File: src/rtl/memory_arbiter_pkg.sv
`default_nettype none
// ============================================================================
// Module      : memory_arbiter_pkg
// Description : Shared types and helpers for the three-port memory arbiter.
// Revision    : 1.0 - initial release
// ============================================================================
package memory_arbiter_pkg;

  // Transaction sequencer states.
  typedef enum logic [1:0] {
    IDLE  = 2'd0,
    ISSUE = 2'd1,
    WAIT  = 2'd2,
    RESP  = 2'd3
  } arb_state_t;

  // Identity of the requester that owns (or wins) the memory port.
  typedef enum logic [1:0] {
    SRC_NONE = 2'd0,
    SRC_INS  = 2'd1,
    SRC_DAT  = 2'd2,
    SRC_VGA  = 2'd3
  } arb_src_t;

  // Per-requester pulse vector, bit order {vga, dat, ins}.
  function automatic logic [2:0] src_onehot(input arb_src_t src);
    logic [2:0] vec;
    case (src)
      SRC_INS: vec = 3'b001;
      SRC_DAT: vec = 3'b010;
      SRC_VGA: vec = 3'b100;
      default: vec = 3'b000;
    endcase
    return vec;
  endfunction

endpackage
`default_nettype wire

File: src/rtl/arb_priority_select.sv
`default_nettype none
// ============================================================================
// Module      : arb_priority_select
// Description : Combinational fixed-priority winner select (vga > dat > ins),
//               with an override that hands the port to instruction fetch.
// Revision    : 1.0 - initial release
// ============================================================================
module arb_priority_select
  import memory_arbiter_pkg::*;
(
  input  logic     ins_req,
  input  logic     dat_req,
  input  logic     vga_req,
  input  logic     force_ins,
  output arb_src_t winner
);

  // Forced instruction grant beats everyone; otherwise strict priority.
  always_comb begin
    winner = SRC_NONE;
    if (force_ins && ins_req) begin
      winner = SRC_INS;
    end else if (vga_req) begin
      winner = SRC_VGA;
    end else if (dat_req) begin
      winner = SRC_DAT;
    end else if (ins_req) begin
      winner = SRC_INS;
    end
  end

endmodule
`default_nettype wire

File: src/rtl/memory_arbiter.sv
`default_nettype none
// ============================================================================
// Module      : memory_arbiter
// Description : Shares one memory port between instruction fetch, data
//               load/store and VGA pixel read. One transaction at a time:
//               IDLE -> ISSUE -> WAIT -> RESP. Optional instruction
//               anti-starvation guard enabled by macro ARB_STARVE_GUARD_EN.
// Revision    : 1.0 - initial release
// ============================================================================
module memory_arbiter
  import memory_arbiter_pkg::*;
#(
  parameter int ADDR_W       = 32,
  parameter int DATA_W       = 32,
  parameter int MEM_LATENCY  = 1,
  parameter int STARVE_LIMIT = 4
) (
  input  logic              clk,
  input  logic              rst_n,
  input  logic              ins_req,
  input  logic [ADDR_W-1:0] ins_addr,
  output logic              ins_gnt,
  output logic              ins_rvalid,
  output logic [DATA_W-1:0] ins_rdata,
  input  logic              dat_req,
  input  logic              dat_we,
  input  logic [ADDR_W-1:0] dat_addr,
  input  logic [DATA_W-1:0] dat_wdata,
  output logic              dat_gnt,
  output logic              dat_rvalid,
  output logic [DATA_W-1:0] dat_rdata,
  input  logic              vga_req,
  input  logic [ADDR_W-1:0] vga_addr,
  output logic              vga_gnt,
  output logic              vga_rvalid,
  output logic [DATA_W-1:0] vga_rdata,
  output logic [ADDR_W-1:0] mem_addr,
  output logic [DATA_W-1:0] mem_wdata,
  output logic              mem_we,
  input  logic [DATA_W-1:0] mem_rdata,
  output logic              busy
);

  // Parameter sanity: a zero latency or zero starve limit is meaningless.
  if (MEM_LATENCY < 1 || STARVE_LIMIT < 1) begin : g_bad_param
    $error("memory_arbiter: MEM_LATENCY and STARVE_LIMIT must be >= 1");
  end

  localparam int CNT_W = (MEM_LATENCY > 1) ? $clog2(MEM_LATENCY) : 1;
  localparam logic [CNT_W-1:0] CNT_LOAD = CNT_W'(MEM_LATENCY - 1);

  arb_state_t        state_q, state_d;
  arb_src_t          owner_q, owner_d;
  arb_src_t          winner;
  logic [CNT_W-1:0]  cnt_q, cnt_d;
  logic [ADDR_W-1:0] mem_addr_q, mem_addr_d;
  logic [DATA_W-1:0] mem_wdata_q, mem_wdata_d;
  logic              mem_we_q, mem_we_d;
  logic              wr_q, wr_d;            // current transaction is a write
  logic [2:0]        gnt_q, gnt_d;          // {vga, dat, ins}
  logic [2:0]        rvalid_q, rvalid_d;    // {vga, dat, ins}
  logic [DATA_W-1:0] ins_rdata_q, ins_rdata_d;
  logic [DATA_W-1:0] dat_rdata_q, dat_rdata_d;
  logic [DATA_W-1:0] vga_rdata_q, vga_rdata_d;
  logic              busy_q, busy_d;
  logic [DATA_W-1:0] resp_word;
  logic              force_ins;

  arb_priority_select u_select (
    .ins_req   (ins_req),
    .dat_req   (dat_req),
    .vga_req   (vga_req),
    .force_ins (force_ins),
    .winner    (winner)
  );

`ifdef ARB_STARVE_GUARD_EN
  localparam int STARVE_W = $clog2(STARVE_LIMIT + 1);
  localparam logic [STARVE_W-1:0] STARVE_MAX = STARVE_W'(STARVE_LIMIT);

  logic [STARVE_W-1:0] starve_q, starve_d;

  assign force_ins = (starve_q == STARVE_MAX);

  // Count arbitrations instruction fetch loses; clear once it is granted.
  always_comb begin
    starve_d = starve_q;
    if (state_q == IDLE && winner != SRC_NONE) begin
      if (winner == SRC_INS) begin
        starve_d = '0;
      end else if (ins_req && !force_ins) begin
        starve_d = starve_q + STARVE_W'(1);
      end
    end
  end

  // Starve counter register.
  always_ff @(posedge clk or negedge rst_n) begin
    if (!rst_n) begin
      starve_q <= '0;
    end else begin
      starve_q <= starve_d;
    end
  end
`else
  assign force_ins = 1'b0;
`endif

  // Writes complete with a zero data word; reads return the memory word.
  assign resp_word = wr_q ? '0 : mem_rdata;

  // Next-state and next-output computation for the transaction sequencer.
  always_comb begin
    state_d     = state_q;
    owner_d     = owner_q;
    cnt_d       = cnt_q;
    mem_addr_d  = mem_addr_q;
    mem_wdata_d = mem_wdata_q;
    wr_d        = wr_q;
    mem_we_d    = 1'b0;
    gnt_d       = 3'b000;
    rvalid_d    = 3'b000;
    ins_rdata_d = ins_rdata_q;
    dat_rdata_d = dat_rdata_q;
    vga_rdata_d = vga_rdata_q;

    case (state_q)
      IDLE: begin
        if (winner != SRC_NONE) begin
          state_d = ISSUE;
          owner_d = winner;
          gnt_d   = src_onehot(winner);
          case (winner)
            SRC_VGA: begin
              mem_addr_d  = vga_addr;
              mem_wdata_d = '0;
              wr_d        = 1'b0;
            end
            SRC_DAT: begin
              mem_addr_d  = dat_addr;
              mem_wdata_d = dat_we ? dat_wdata : '0;
              wr_d        = dat_we;
              mem_we_d    = dat_we;
            end
            SRC_INS: begin
              mem_addr_d  = ins_addr;
              mem_wdata_d = '0;
              wr_d        = 1'b0;
            end
            default: ;
          endcase
        end
      end
      ISSUE: begin
        cnt_d   = CNT_LOAD;
        state_d = WAIT;
      end
      WAIT: begin
        if (cnt_q == '0) begin
          state_d  = RESP;
          rvalid_d = src_onehot(owner_q);
          case (owner_q)
            SRC_INS: ins_rdata_d = resp_word;
            SRC_DAT: dat_rdata_d = resp_word;
            SRC_VGA: vga_rdata_d = resp_word;
            default: ;
          endcase
        end else begin
          cnt_d = cnt_q - CNT_W'(1);
        end
      end
      RESP: begin
        state_d = IDLE;
        owner_d = SRC_NONE;
      end
      default: state_d = IDLE;
    endcase

    busy_d = (state_d != IDLE);
  end

  // Sequencer state and all registered outputs; reset drops any transaction.
  always_ff @(posedge clk or negedge rst_n) begin
    if (!rst_n) begin
      state_q     <= IDLE;
      owner_q     <= SRC_NONE;
      cnt_q       <= '0;
      mem_addr_q  <= '0;
      mem_wdata_q <= '0;
      mem_we_q    <= 1'b0;
      wr_q        <= 1'b0;
      gnt_q       <= 3'b000;
      rvalid_q    <= 3'b000;
      ins_rdata_q <= '0;
      dat_rdata_q <= '0;
      vga_rdata_q <= '0;
      busy_q      <= 1'b0;
    end else begin
      state_q     <= state_d;
      owner_q     <= owner_d;
      cnt_q       <= cnt_d;
      mem_addr_q  <= mem_addr_d;
      mem_wdata_q <= mem_wdata_d;
      mem_we_q    <= mem_we_d;
      wr_q        <= wr_d;
      gnt_q       <= gnt_d;
      rvalid_q    <= rvalid_d;
      ins_rdata_q <= ins_rdata_d;
      dat_rdata_q <= dat_rdata_d;
      vga_rdata_q <= vga_rdata_d;
      busy_q      <= busy_d;
    end
  end

  assign ins_gnt    = gnt_q[0];
  assign dat_gnt    = gnt_q[1];
  assign vga_gnt    = gnt_q[2];
  assign ins_rvalid = rvalid_q[0];
  assign dat_rvalid = rvalid_q[1];
  assign vga_rvalid = rvalid_q[2];
  assign ins_rdata  = ins_rdata_q;
  assign dat_rdata  = dat_rdata_q;
  assign vga_rdata  = vga_rdata_q;
  assign mem_addr   = mem_addr_q;
  assign mem_wdata  = mem_wdata_q;
  assign mem_we     = mem_we_q;
  assign busy       = busy_q;

endmodule
`default_nettype wire
File: config.mk
export PLATFORM = sky130hd
export DESIGN_NAME = memory_arbiter
export DESIGN_NICKNAME = d
export VERILOG_FILES = /design/src/rtl/memory_arbiter_pkg.sv /design/src/rtl/arb_priority_select.sv /design/src/rtl/memory_arbiter.sv
export SDC_FILE = /design/constraint.sdc
export NUM_CORES = 1
export LEC_CHECK = 0
export ABC_AREA = 1
export BUFFER_PORTS_ARGS = -buffer_cell sky130_fd_sc_hd__buf_2
export CORE_MARGIN = 2
export CORE_UTILIZATION = 40
export CTS_CLUSTER_DIAMETER = 50
export CTS_CLUSTER_SIZE = 28
export DETAILED_ROUTE_END_ITERATION = 8
export PLACE_DENSITY = 0.74
export SLEW_MARGIN = 25
export SYNTH_ARGS = -nofsm -noshare
export SYNTH_HDL_FRONTEND = slang
export SYNTH_SLANG_ARGS = --single-unit
File: constraint.sdc
create_clock -name clk -period 1.7 [get_ports clk]
set_clock_uncertainty 0.05 [all_clocks]
set_input_delay 0.34 -clock clk [delete_from_list [all_inputs] [get_ports clk]]
set_output_delay 0.34 -clock clk [all_outputs]
set_load 0.01 [all_outputs]
# [After elaboration in Yosys (flattened, before gate mapping)]
# Index checks and enable logic that the tools add are counted.
[word_totals] input_bits=166 elab_cells=63 output_inout_bits=168 ff_bits=174
[classes] mux=24 n_eq_ne=10 reduce_logical=14 add_sub_neg=1 n_bitwise=1
[ops] operator="32-bit one-hot mux with 3 select lines" n=1
[ops] operator="32-bit 2-to-1 mux" n=2
[ops] operator="32-bit one-hot mux with 2 select lines" n=1
[ops] operator="3-bit one-hot mux with 3 select lines" n=2
[ops] operator="3-bit AND reduction" n=5
[ops] operator="2-bit == test (second input constant)" n=6
[ops] operator="3-bit 2-to-1 mux" n=4
[ops] operator="2-bit 2-to-1 mux" n=5
[ops] operator="2-bit nonzero test" n=5
[ops] operator="2-bit one-hot mux with 4 select lines" n=1
[ops] operator="2-bit by 1-bit == test with 1-bit output (second input constant)" n=3
[ops] operator="1-bit 2-to-1 mux" n=5
[ops] operator="1-bit one-hot mux with 2 select lines" n=2
[ops] operator="2-bit one-hot mux with 2 select lines" n=1
[ops] operator="3-bit nonzero test" n=1
[ops] operator="2-bit zero test" n=1
[ops] operator="2-bit != test (second input constant)" n=1
[ops] operator="2-bit AND reduction" n=1
[ops] operator="2-bit OR reduction" n=1
[ops] operator="1-bit NOT" n=1
[ops] operator="1-bit subtractor (second input constant)" n=1

# [Depth between registers and ports, before layout]
[logic_depth] ltp_word=7 depth_mapped=11 depth_no_buf=10

# [Modules after synthesis]
# From an unflattened synthesis, not the netlist that was laid out.
[unflattened] cells_unflattened=1037 hier_area_um2=8075.2
[modules_own_cells] module="memory_arbiter" cells_per_inst=1029 area_per_inst_um2=8039.0 n_inst=1 seq_area_each_um2=4329.2
[modules_own_cells] module="arb_priority_select" cells_per_inst=8 area_per_inst_um2=36.3 n_inst=1 seq_area_each_um2=0.0

# [Least setup slack after synthesis]
# OpenSTA, ideal clock, no wires.
[synth_timing] kind="input-to-reg" from="input port vga_req" to="register mem_addr_q[10] (netlist: mem_addr[10])" path_buffers=2 setup_slack_ps=-78 setup_ps=117 required_time_ps=1533 t_arrival_ps=1611 path_stages=9 path_cell_list="clkinv_1 nand2_1 inv_1 ha_1 clkbuf_1 clkbuf_1 nand2_1 nand3_1 nand2_1"
[synth_between] elab_chain_len=4 elab_cells_between_ends=8 cone_classes="eq/ne: 3; mux: 2; reduce/logical: 3"
[synth_rtl] element="start: declaration" line_no="memory_arbiter.sv:32" rtl="input logic vga_req,"
[synth_rtl] element="2-bit 2-to-1 mux *" line_no="arb_priority_select.sv:23" rtl="end else if (vga_req) begin"
[synth_rtl] element="2-bit by 1-bit == test with 1-bit output or 2-bit == test (tied branches)" line_no="memory_arbiter.sv:133" rtl="case (winner)"
[synth_rtl] element="3-bit nonzero test (no line)"
[synth_rtl] element="3-bit AND reduction (no line)"
[synth_rtl] element="end signal: assignment" line_no="memory_arbiter.sv:202" rtl="mem_addr_q <= mem_addr_d;"
[synth_rtl] element="end: declaration" line_no="memory_arbiter.sv:56" rtl="logic [ADDR_W-1:0] mem_addr_q, mem_addr_d;"
# Mark *: on every way between the ends. The rest lies on a longest branch, timed or not.
# A chain may end at the register's enable or synchronous reset.

# [Worst setup path after layout]
[layout_timing] from="register state_q[0]" to="register vga_rdata_q[28] (netlist: vga_rdata[28])"
[layout_between] elab_chain_len=2
[layout_rtl] element="start: declaration" line_no="memory_arbiter.sv:52" rtl="arb_state_t state_q, state_d;"
[layout_rtl] element="start signal: assignment" line_no="memory_arbiter.sv:199" rtl="state_q <= state_d;"
[layout_rtl] element="2-bit == test" line_no="memory_arbiter.sv:127" rtl="case (state_q)"
[layout_rtl] element="3-bit AND reduction (no line)"
[layout_rtl] element="end signal: assignment" line_no="memory_arbiter.sv:210" rtl="vga_rdata_q <= vga_rdata_d;"
[layout_rtl] element="end: declaration" line_no="memory_arbiter.sv:64" rtl="logic [DATA_W-1:0] vga_rdata_q, vga_rdata_d;"
# Every way passes these cells.

==> results by group <==
GRT
  – Global-route wire length before repair: 36800 um
  – Vias in the first global route: 7302
  – Largest net degree at the start of global routing: 53
  – All-Layer GR Usage: 0.226
  – GR Overflow Total: 0
  – Antenna violations before repair: 1

Detailed routing
  – WL final: 23500 um
  – Routed vias: 7678
  – DR pass1 iterations: 5
  – Post-DR wirelength/cell: around 15 um
  – DRC errors left: 0
  – Antenna viol nets, final: 0
  – Initial DRC Count: between 300 and 400
  – Vias/cell: 4.86

Synth
  – Synth top area share: 0.551
  – Post-synthesis instance total: approximately 970
  – Area contributors post-synth: dfrtp_1 55%, nand2_1 19%, nand3_1 6.4%
  – Synthesized cell area: 7860 sq um
  – Yosys cell types: 19
  – Top_reg_cell synth: dfrtp_1
  – #FFs+latches synth: 173
  – Leading cell types by count after synthesis: 397 x nand2_1, 173 x dfrtp_1, 100 x nand3_1
  – Asr flop ratio synth: 1.00
  – Seq/Total Area, Yosys: 0.551
  – Post-synth EDFFs: 0
  – Syn Area/Cell: roughly 8.1 sq um
  – Syn Nets: around 1100
  – Top-count cell post-synth: nand2_1
  – Synth warn: 0
  – Leading area contributor after synthesis: dfrtp_1

Place
  – I/O Buffers: 333
  – Post-DP Area: 10100 sq um
  – Post-place setup slack: -0.133 ns
  – Post-DP HPWL: 17100 um
  – GP Congestion: 0.885

Clock tree
  – Worst-path clk slew: 0.07 ns
  – H-tree levels: 4
  – Worst-case clock buffer depth: 2
  – Num CTS Buffers: 17
  – Root Driver: clkbuf_16
  – Clock Latency Late Sink: 0.43 ns
  – Clk sinks: 173
  – CTS tree: built

Worst setup path
  – CP Cell Sequence: inv_1, ha_2, nand2_1, buf_4, o21ai_0, nand2_1
  – CP max FO: 32
  – Crit. End Element: flip-flop
  – CP max stage cell: dfrtp_1
  – Most used cell, CP: nand2_1
  – Crit path DAT: 1.86 ns
  – Max incr delay on CP: 0.40 ns
  – Crit Path Class: flip-flop to flip-flop
  – Startpoint types: flip-flop
  – Crit path required time: 1.97 ns

STA
  – Tmin final: 1.60 ns
  – Fin worst setup slack: 0.102 ns
  – Final setup viols: 0
  – Slew @ Worst Pin: 0.432 ns
  – RSZ-0062 raised after global routing: false
  – Setup TNS: 0 ns
  – Fmax: 626 MHz
  – Max-slew violations: 0
  – Final Cycle Share: 0.940
  – Slew headroom: 0.712
  – Hold Vio Cnt, Final: 0

Power
  – PwrDens: approximately 1700 nW/um^2
  – Final Power: 18.4 mW
  – Peak VDD IR: 682 uV
  – Leak Pwr: 6.21 nW

Floorplanning
  – Starting Density: 0.405
  – Ports: 334
  – Die area: between 20000 and 25000 sq um
  – CORE AREA: 19400 sq um
  – Die X: ~140 um
  – Die height: ~140 um
  – Num rows: 51

Job
  – Max Cap Viol: 0

Cells and area
  – Synthesis-to-finish area growth: 35.4%
  – Cell area after layout: 10600 sq um
  – Final net count: roughly 1500
  – Share of cells above drive strength 1: 0.321
  – Final Util: 0.549

Run status
  – Outcome: finished, final reports clean

Hold path
  – Worst min path class: input pin to flip-flop
-- critical path: cells and delay by family, from the launching register on --
family,cells,cell delay [ns]
buf+inv,2,0.34
compound gates,1,0.23
flops,1,0.40
fa+ha+maj,1,0.26
simple gates,2,0.19
-- state kept, by name (all words and copies together) (netlist names) --
| register | cells |
|---|---|
| vga_rdata | 32 |
| ins_rdata | 32 |
| mem_we | 1 |
| busy | 1 |
| mem_addr | 32 |
| mem_wdata | 32 |
| dat_rdata | 32 |
| owner_q | 2 |
| gnt_q | 3 |
| state_q | 2 |
| rvalid_q | 3 |
| wr_q | 1 |
-- path summary, 6_finish.rpt --
kind,start,endpoint,slack [ns],cells past startpoint
min reg2reg,mem_wdata[26],mem_wdata[26],0.43,2
max in group asynchronous,rst_n,mem_addr[17],0.68,3
min,mem_rdata[20],vga_rdata[20],0.1,3
max reg2reg,state_q[0],vga_rdata[28],0.10,6
max,state_q[0],vga_rdata[28],0.10,6
min in group asynchronous,rst_n,ins_rdata[10],0.37,2
-- cells by family (layout without fill, tap and decap cells) --
family                     Yosys count  after routing  synth area share
buffers and inverters              153            497            0.0879
other                                0              1                 0
DFF                                173            173             0.551
adders and majority gates            9              9            0.0143
AOI/OAI and AO/OA                  101            101            0.0646
and+or+nand+nor                    533            533             0.282
-- placed cells by master, fill, tap and decap left out, types with 2 or more instances in the layout --
master / netlist / layout
buf_12: 0 / 16
buf_2: 20 / 332
buf_4: 0 / 30
clkbuf_16: 0 / 17
clkinv_4: 0 / 3
dfrtp_1: 173 / 173
ha_1: 9 / 8
inv_1: 80 / 80
inv_2: 4 / 4
inv_6: 0 / 4
inv_8: 0 / 5
nand2_1: 397 / 396
nand3_1: 100 / 98
nand4_1: 32 / 32
o21ai_0: 99 / 98
o21ai_1: 1 / 2
-- metrics by stage --
stage	hold slack [ns]	instances
4_1_cts	0.0855	1578
5_1_grt	0.0982	1579
3_3_place_gp	0.244	1545
3_5_place_dp	0.249	1545
2_1_floorplan	-0.00559	969
6_report	0.0965	1579
-- metal layers --
layer / vias to the layer above / wire length [um] / GRT usage / part of all wire
met4: 0 / 448 / 0.0751 / 0.019
met2: 354 / 11400 / 0.384 / 0.48
met3: 25 / 1910 / 0.0510 / 0.081
met5: - / 0 / 0 / 0
met1: 3558 / 9810 / 0.287 / 0.42
li1: 3741 / - / - / -
-- report_power, final --
| group | internal [mW] | switching, mW | total (mW) |
|---|---|---|---|
| logic | 3.00 | 4.56 | 7.56 |
| registers | 5.98 | 1.02 | 7.00 |
| clock network | 1.96 | 1.87 | 3.82 |
-- layout make-up --
class / count / area (sq um)
fill: 1826 / 8750
clock inverter: 15 / 146
antenna: 1 / 2.50
multi-input combinational: 643 / 2860
sequential: 173 / 4330
clock buffer: 17 / 425
tap: 265 / 332
inverter: 85 / 319
timing repair buffer: 380 / 2230
-- timing repair --
| item | CTS | global route |
|---|---|---|
| resized for setup | 0 | 3 |
| hold buffers | 1 | 0 |
| hold endpoints to repair | 34 | 0 |
| buffers inserted | 0 | 0 |
| endpoints found under the setup margin | 0 | 38 |
(Power assumes the default switching activity.)
